**config.mk**
```make
export PLATFORM = sky130hd
export DESIGN_NAME = reg_scoreboard
export DESIGN_NICKNAME = d
export VERILOG_FILES = /design/src/rtl/dlx_pkg.sv /design/src/rtl/sb_hazard_check.sv /design/src/rtl/reg_scoreboard.sv
export SDC_FILE = /design/constraint.sdc
export NUM_CORES = 1
export LEC_CHECK = 0
export BUFFER_PORTS_ARGS = -buffer_cell sky130_fd_sc_hd__buf_2
export CAP_MARGIN = 40
export CORE_MARGIN = 1.5
export CORE_UTILIZATION = 45
export CTS_CLUSTER_DIAMETER = 80
export DETAILED_ROUTE_END_ITERATION = 12
export MAX_ROUTING_LAYER = met4
export PLACE_DENSITY = 0.68
export SYNTH_ARGS = -nofsm -noshare
export SYNTH_HDL_FRONTEND = slang
export SYNTH_SLANG_ARGS = --single-unit
```
**constraint.sdc**
```tcl
create_clock -name clk -period 8.1 [get_ports clk]
set_clock_uncertainty 0.2 [all_clocks]
set_input_delay 1.215 -clock clk [delete_from_list [all_inputs] [get_ports clk]]
set_output_delay 1.215 -clock clk [all_outputs]
set_load 0.05 [all_outputs]
```
**src/rtl/dlx_pkg.sv**
```systemverilog
`default_nettype none
// ============================================================================
//  Module   : dlx_pkg
//  Purpose  : Shared types and constants for the register scoreboard:
//             register index type, register count, scoreboard FSM states,
//             and a helper that turns a register index into a one-hot mask.
//  Revision : 1.0 - initial release
// ============================================================================
package dlx_pkg;

    localparam int NUM_REGS = 32;

    typedef logic [4:0] reg_idx_t;

    typedef enum logic [0:0] {
        RUN   = 1'b0,
        DRAIN = 1'b1
    } sb_state_t;

    function automatic logic [NUM_REGS-1:0] idx_onehot(input reg_idx_t idx);
        return NUM_REGS'(1) << idx;
    endfunction

endpackage
`default_nettype wire

```
**src/rtl/sb_hazard_check.sv**
```systemverilog
`default_nettype none
// ============================================================================
//  Module   : sb_hazard_check
//  Purpose  : Combinational RAW/WAW hazard detection against the pending-
//             write vector. With REG_SCOREBOARD_FORWARD_EN defined, a register
//             being written back this cycle is treated as already free.
//  Ports    : i_busy              pending-write bit per register
//             i_rs1/i_rs2/i_rd    operand / destination register numbers
//             i_use_rs1/i_use_rs2 operand-use flags
//             i_writes_rd         destination-write flag
//             i_wb_valid/i_wb_rd  writeback in flight this cycle
//             o_hazard            1 when the instruction must stall
//  Config   : REG_SCOREBOARD_FORWARD_EN (same-cycle writeback bypass)
//  Revision : 1.0 - initial release
// ============================================================================
module sb_hazard_check
    import dlx_pkg::*;
(
    input  logic [NUM_REGS-1:0] i_busy,
    input  reg_idx_t            i_rs1,
    input  reg_idx_t            i_rs2,
    input  reg_idx_t            i_rd,
    input  logic                i_use_rs1,
    input  logic                i_use_rs2,
    input  logic                i_writes_rd,
    input  logic                i_wb_valid,
    input  reg_idx_t            i_wb_rd,
    output logic                o_hazard
);

    logic [NUM_REGS-1:0] w_eff_busy;

`ifdef REG_SCOREBOARD_FORWARD_EN
    // The retiring register's value is available on the bypass this cycle.
    assign w_eff_busy = i_wb_valid ? (i_busy & ~idx_onehot(i_wb_rd)) : i_busy;
`else
    logic w_unused_wb;
    assign w_unused_wb = i_wb_valid ^ (^i_wb_rd);
    assign w_eff_busy  = i_busy;
`endif

    // Register 0 is never marked busy, so rs checks need no r0 guard.
    assign o_hazard = (i_use_rs1 && w_eff_busy[i_rs1])
                   || (i_use_rs2 && w_eff_busy[i_rs2])
                   || (i_writes_rd && (i_rd != '0) && w_eff_busy[i_rd]);

endmodule
`default_nettype wire

```
**src/rtl/reg_scoreboard.sv**
```systemverilog
`default_nettype none
// ============================================================================
//  Module   : reg_scoreboard
//  Purpose  : Register scoreboard tracking one pending-write bit per register.
//             Stalls issue on RAW/WAW hazards, clears bits on writeback, flags
//             spurious writebacks, and supports a flush that drains all
//             pending writes before pulsing flush_done.
//  Ports    : clk, reset            clock / synchronous active-high reset
//             issue_valid           decode presents an instruction
//             issue_rs1/rs2/rd      register numbers
//             use_rs1/use_rs2       operand-use flags
//             writes_rd             destination-write flag
//             issue_ready           instruction accepted (with issue_valid)
//             wb_valid/wb_rd        writeback retiring wb_rd
//             flush_req             request to drain pending writes
//             flush_done            one-cycle pulse when drain completes
//             busy                  pending-write vector
//             wb_err                sticky: writeback to a non-busy register
//  Config   : REG_SCOREBOARD_FORWARD_EN (same-cycle writeback bypass)
//  Revision : 1.0 - initial release
// ============================================================================
module reg_scoreboard
    import dlx_pkg::*;
(
    input  logic        clk,
    input  logic        reset,
    input  logic        issue_valid,
    input  logic [4:0]  issue_rs1,
    input  logic [4:0]  issue_rs2,
    input  logic [4:0]  issue_rd,
    input  logic        use_rs1,
    input  logic        use_rs2,
    input  logic        writes_rd,
    output logic        issue_ready,
    input  logic        wb_valid,
    input  logic [4:0]  wb_rd,
    input  logic        flush_req,
    output logic        flush_done,
    output logic [31:0] busy,
    output logic        wb_err
);

    localparam logic [NUM_REGS-1:0] c_R0_MASK = NUM_REGS'(1);

    sb_state_t           r_state;
    sb_state_t           w_state_next;
    logic [NUM_REGS-1:0] r_busy;
    logic [NUM_REGS-1:0] w_busy_next;
    logic [NUM_REGS-1:0] w_busy_after_wb;
    logic [NUM_REGS-1:0] w_set;
    logic [NUM_REGS-1:0] w_clr;
    logic                r_flush_done;
    logic                w_flush_done_next;
    logic                r_wb_err;
    logic                w_hazard;
    logic                w_accept;

    sb_hazard_check u_hazard (
        .i_busy      (r_busy),
        .i_rs1       (issue_rs1),
        .i_rs2       (issue_rs2),
        .i_rd        (issue_rd),
        .i_use_rs1   (use_rs1),
        .i_use_rs2   (use_rs2),
        .i_writes_rd (writes_rd),
        .i_wb_valid  (wb_valid),
        .i_wb_rd     (wb_rd),
        .o_hazard    (w_hazard)
    );

    // The flush_req cycle itself must not accept an issue, so it gates ready.
    assign issue_ready = (r_state == RUN) && !w_hazard && !flush_req && !reset;
    assign w_accept    = issue_valid && issue_ready;

    assign w_set = (w_accept && writes_rd && (issue_rd != '0)) ? idx_onehot(issue_rd) : '0;
    assign w_clr = wb_valid ? idx_onehot(wb_rd) : '0;

    assign w_busy_after_wb = r_busy & ~w_clr;
    // Set is OR-ed after the clear so a same-register set wins.
    assign w_busy_next     = (w_busy_after_wb | w_set) & ~c_R0_MASK;

    always_comb begin
        w_state_next      = r_state;
        w_flush_done_next = 1'b0;
        case (r_state)
            RUN: begin
                if (flush_req) begin
                    w_state_next = DRAIN;
                end
            end
            DRAIN: begin
                // No issue is accepted in DRAIN, so only writebacks matter.
                if (w_busy_after_wb == '0) begin
                    w_state_next      = RUN;
                    w_flush_done_next = 1'b1;
                end
            end
            default: begin
                w_state_next = RUN;
            end
        endcase
    end

    always_ff @(posedge clk) begin
        if (reset) begin
            r_state      <= RUN;
            r_flush_done <= 1'b0;
        end else begin
            r_state      <= w_state_next;
            r_flush_done <= w_flush_done_next;
        end
    end

    always_ff @(posedge clk) begin
        if (reset) begin
            r_busy   <= '0;
            r_wb_err <= 1'b0;
        end else begin
            r_busy <= w_busy_next;
            if (wb_valid && !r_busy[wb_rd]) begin
                r_wb_err <= 1'b1;
            end
        end
    end

    assign busy       = r_busy;
    assign flush_done = r_flush_done;
    assign wb_err     = r_wb_err;

endmodule
`default_nettype wire
```
**Yosys cells after proc, flatten, opt, wreduce, memory -nomap -nowiden**

Cells that the tools add are included.

- Output and inout bits: 35
- Bits in latches: 0
- Flip-flop bits (word level): 35
- Bits in read-only memories: 0
- Memories: 0
- Input port bits: 28
- Bits in writable memories: 0
- Word-level logic and storage cells: 49

- Shifts and indexed selects: 2
- Div/mod/pow operators: 0
- Bitwise operators: 4
- Eq/ne operators: 0
- $mul: 0
- $add $sub $neg: 0
- Reductions and logical operators: 20
- $lt $le $gt $ge: 4
- Multiplexer cells: 14

Operators by type and width:

| operator | number |
|---|---|
| 32-bit 2-to-1 mux | 2 |
| 1-bit by 5-bit left shift with 32-bit output (first input constant) | 2 |
| 32-bit bitwise AND | 1 |
| 32-bit logical NOT | 1 |
| 32-bit inverter | 1 |
| 32-bit bitwise OR | 1 |
| 5-bit by 6-bit less-than comparator with 1-bit output (second input constant) | 4 |
| 1-bit binary-select mux with 5-bit select | 4 |
| 1-bit logical AND | 11 |
| 1-bit 2-to-1 mux | 7 |
| 5-bit nonzero test | 1 |
| 1-bit logical NOT | 4 |
| 1-bit logical OR | 2 |
| 1-bit one-hot mux with 2 select lines | 1 |
| 2-bit OR reduction | 1 |
| 1-bit inverter | 1 |

**Logic depth before layout (Yosys ltp)**

- Depth after elaboration: 14
- Mapped depth: 9
- Mapped depth without buffers: 6

**Hierarchy**

From an unflattened synthesis, not the netlist that was laid out.

- Cells, all modules: 271
- Area total of the unflattened synthesis: 2700.1 µm²

By module, submodules not included:

| module | seq. area each (µm²) | area an instance (µm²) | cells each | instances |
|---|---|---|---|---|
| reg_scoreboard | 680.7 | 1871.8 | 214 | 1 |
| sb_hazard_check | 0.0 | 828.3 | 57 | 1 |

**Least setup slack after synthesis**

OpenSTA, ideal clock, no wires.

- Kind: input to output
- From: input issue_rs2[0]
- To: output issue_ready
- Stages: 8
- Data required time: 6.685 ns
- Data arrival time: 3.466 ns
- Setup slack: 3.219 ns
- Path buffers: 2
- Path through: clkbuf_1 -> mux4_2 -> mux2_2 -> o221a_1 -> a221oi_2 -> o21ai_2 -> buf_2 -> inv_1

- Longest elaborated chain between the ends: 9

RTL lines:

| element | RTL line | RTL |
|---|---|---|
| from (decl) | reg_scoreboard.sv:29 | `input logic [4:0] issue_rs2,` |
| 1-bit binary-select mux with 5-bit select | sb_hazard_check.sv:44 | `\|\| (i_use_rs2 && w_eff_busy[i_rs2])` |
| 1-bit 2-to-1 mux (implied by the code) | sb_hazard_check.sv:44 |  |
| 1-bit logical AND | sb_hazard_check.sv:44 |  |
| 1-bit logical OR | sb_hazard_check.sv:44 |  |
| 1-bit logical OR | sb_hazard_check.sv:45 | `\|\| (i_writes_rd && (i_rd != '0) && w_eff_busy[i_rd]);` |
| 1-bit logical NOT | reg_scoreboard.sv:72 | `assign issue_ready = (r_state == RUN) && !w_hazard && !flush_req && !reset;` |
| 1-bit logical AND (3 in series) | reg_scoreboard.sv:72 |  |
| to (decl) | reg_scoreboard.sv:34 | `output logic issue_ready,` |

No other way between the ends. The select of a mux whose other input is x is not followed.

**Final worst setup path**

- From: input issue_rs2[1]
- To: output issue_ready

Same word-level chain as after synthesis.

==> results.ini <==
[floorplanning]
fp.dieW_microns = 83.4
io_pins = 63
rows = 29
die_area_sq_um = 6950
floorplan.die.height_microns = 83.4
core_area_sq_um = 6280
start_util_pct = 46.3

[final_layout]
area_delta_synth_final_pct = 13.8
multi_input_area_sq_um = 2070
fin_nets = 373
finalCoreUtilization_pct = 52.7
fillers = 613
diodes = 0
fin_area_sq_um = 3310
instances_no_fill = 421
drive_gt1_share_pct = 32.0
register_area_sq_um = 681

[pwr]
p_int_mw = 0.257
power_mw = 0.363
peakVddDrop_mv = 0.0990
comb_power_share_pct = 19.5
p_switching_mw = 0.106
netSwitchingFraction_pct = 29.1
p_seq_share_pct = 46.7
power_density_nw_per_um2 = 110
p_leak_nw = 1.23
clkPwrFrac_pct = 33.7

[detailed_routing]
postRouteAntennaNets = 0
via_per_inst = 7.39
wirelength_mm = 10.3
drt_iter0_markers = 422
wl_per_cell_microns = 24.4
num_vias = 3110
drc = 0
first_pass_iters = 5

[setup_path]
reg2regPathDepth = 7
worstSetupStartpointType = input port
worstSetupPathType = input port to output pin
worst_ep_arrival_time_ns = 3.68
end_kind = output pin
reg2reg_slack_ns = 5.07
cp.required_ns = 6.68
crit_fanout = 15

[sta]
rsz0062_at_grt = no
relSlewSlack_pct = 63.8
hold_viol = 0
fin_ws_ns = 3.01
tightest_slew_ns = 0.543
slew_viol_final = 0
period_share_pct = 62.9
hold_ws_ns = 0.289
setup_viol = 0
fin_crit_ns = 5.09
fin_setup_tns_ns = 0
max_freq_ghz = 0.196

[clocking]
cts_tree = built
cts_made_buffers = 5
cts.path.max_buffers = 2
cts_root_buf = clkbuf_8
ctsResizeCount = 0
clock-sinks = 34
postCtsSetupBuffers = 0
postCtsHoldBufs = 0
clk_latency_ns = 0.28
clk_pin_slew_worst_paths_ns = 0.06
h-tree-depth = 2

[synthesis]
synth-edff-count = 0
synthArstFlopShare_pct = 0
synth_top_area_share_pct = 23.4
ys_ff_latch = 34
ys_types = 54
syn-mean-instance-area_sq_um = 9.59
synth_common_cells = 34 x dfxtp_1, 27 x mux4_2, 21 x clkbuf_1, 20 x o21ai_0, 19 x nand3_1
yosys-top-cells-area = dfxtp_1 23%, mux4_2 21%, o41ai_1 3.9%
yosys_warnings = 0
ys.flop_type = dfxtp_1
ys_seq_area_share_pct = 23.4
yosys.area.top_type = dfxtp_1
synth.net_count = 331
yosysMostFrequentCell = dfxtp_1
synth_area_sq_um = 2910
syn-instance-count = 303

[place]
placed_area_sq_um = 3220
dp.cells = 415
io_buffers = 61
dpl.hpwl_mm = 7.33
pre_cts_ws_ns = 3.03
gp_congestion = 0.965

[grt]
antenna_found_initial = 0
grtUsageTotal_pct = 30.2
gr-total-overflow = 0
grt_pass1_vias = 2888
grt_max_degree = 31
grt_pass1_wl_mm = 15.9

[status]
status = finished, final reports clean

[min_path]
hold_path.class = flop to flop
whs_path_depth = 2

[run]
drv_cap = 0

power by group through the flow:
| stage | combinational (mW) | clock (mW) | sequential [mW] |
|---|---|---|---|
| 2_1_floorplan | 0.0449 | 0 | 0.176 |
| 3_3_place_gp | 0.0661 | 0 | 0.173 |
| 3_5_place_dp | 0.0690 | 0 | 0.173 |
| 4_1_cts | 0.0693 | 0.124 | 0.169 |
| 5_1_grt | 0.0748 | 0.133 | 0.170 |
| 6_report | 0.0709 | 0.122 | 0.169 |
worst max-delay path, stage by stage:
cell and delay (ns):
buf_2 0.19, mux4_1 0.56, mux2_2 0.28, o221a_1 0.25
a221oi_2 0.39, o21ai_2 0.26, buf_8 0.23, inv_1 0.05
buf_2 0.25
sequential cells by signal, summed over array words and instances (netlist names):
name        count
busy           31
flush_done      1
r_state         1
wb_err          1
layout make-up:
class / count / area share (%)
Tap cell: 77 / 2.91
Clock buffer: 6 / 2.50
Sequential cell: 34 / 20.6
Timing Repair Buffer: 63 / 10.5
Inverter: 7 / 0.795
Multi-Input combinational cell: 234 / 62.7
per-layer routing:
layer	vias up	global-route usage, %	share of wire, %
met5	-	-	0
met4	0	8.94	2.7
met3	39	4.97	12
met2	259	47.1	47
met1	1487	40.6	38
li1	1325	-	-
cells by family (layout without fill, tap and decap cells):
family                 Yosys count  in the layout  share of synthesized area (%)
other                            1              1                          0.129
multiplexers                    43             43                           28.4
AND/OR/NAND/NOR                 99             99                           19.6
AO/OA/AOI/OAI                   91             91                           23.1
flip-flops                      34             34                           23.4
buffers and inverters           35             76                           5.25
final timing paths:
path / to / startpoint
worst max-delay path: issue_ready / issue_rs2[1]
worst max register to register: busy[23] / busy[11]
worst min-delay path: wb_err / wb_err
worst min register to register: wb_err / wb_err
cell usage in the layout (no fill, tap or decap), types with 4 or more instances in the layout:
cell type   n
nand2b_1    7
mux2_2      7
buf_2      61
dfxtp_1    34
o2bb2ai_1   4
o22ai_1     4
a21oi_1     6
or4_1       4
a21boi_0    6
o21ai_0    20
mux4_2     27
nor2b_1     9
o41ai_1    13
mux2i_1     6
nor2_1     11
clkbuf_8    6
nor3_1      6
inv_1       7
nand2_1    14
or3_1       7
nand3_1    19
o211ai_1   11
o32ai_1     7
No activity file was read; power rests on OpenSTA's default activity.
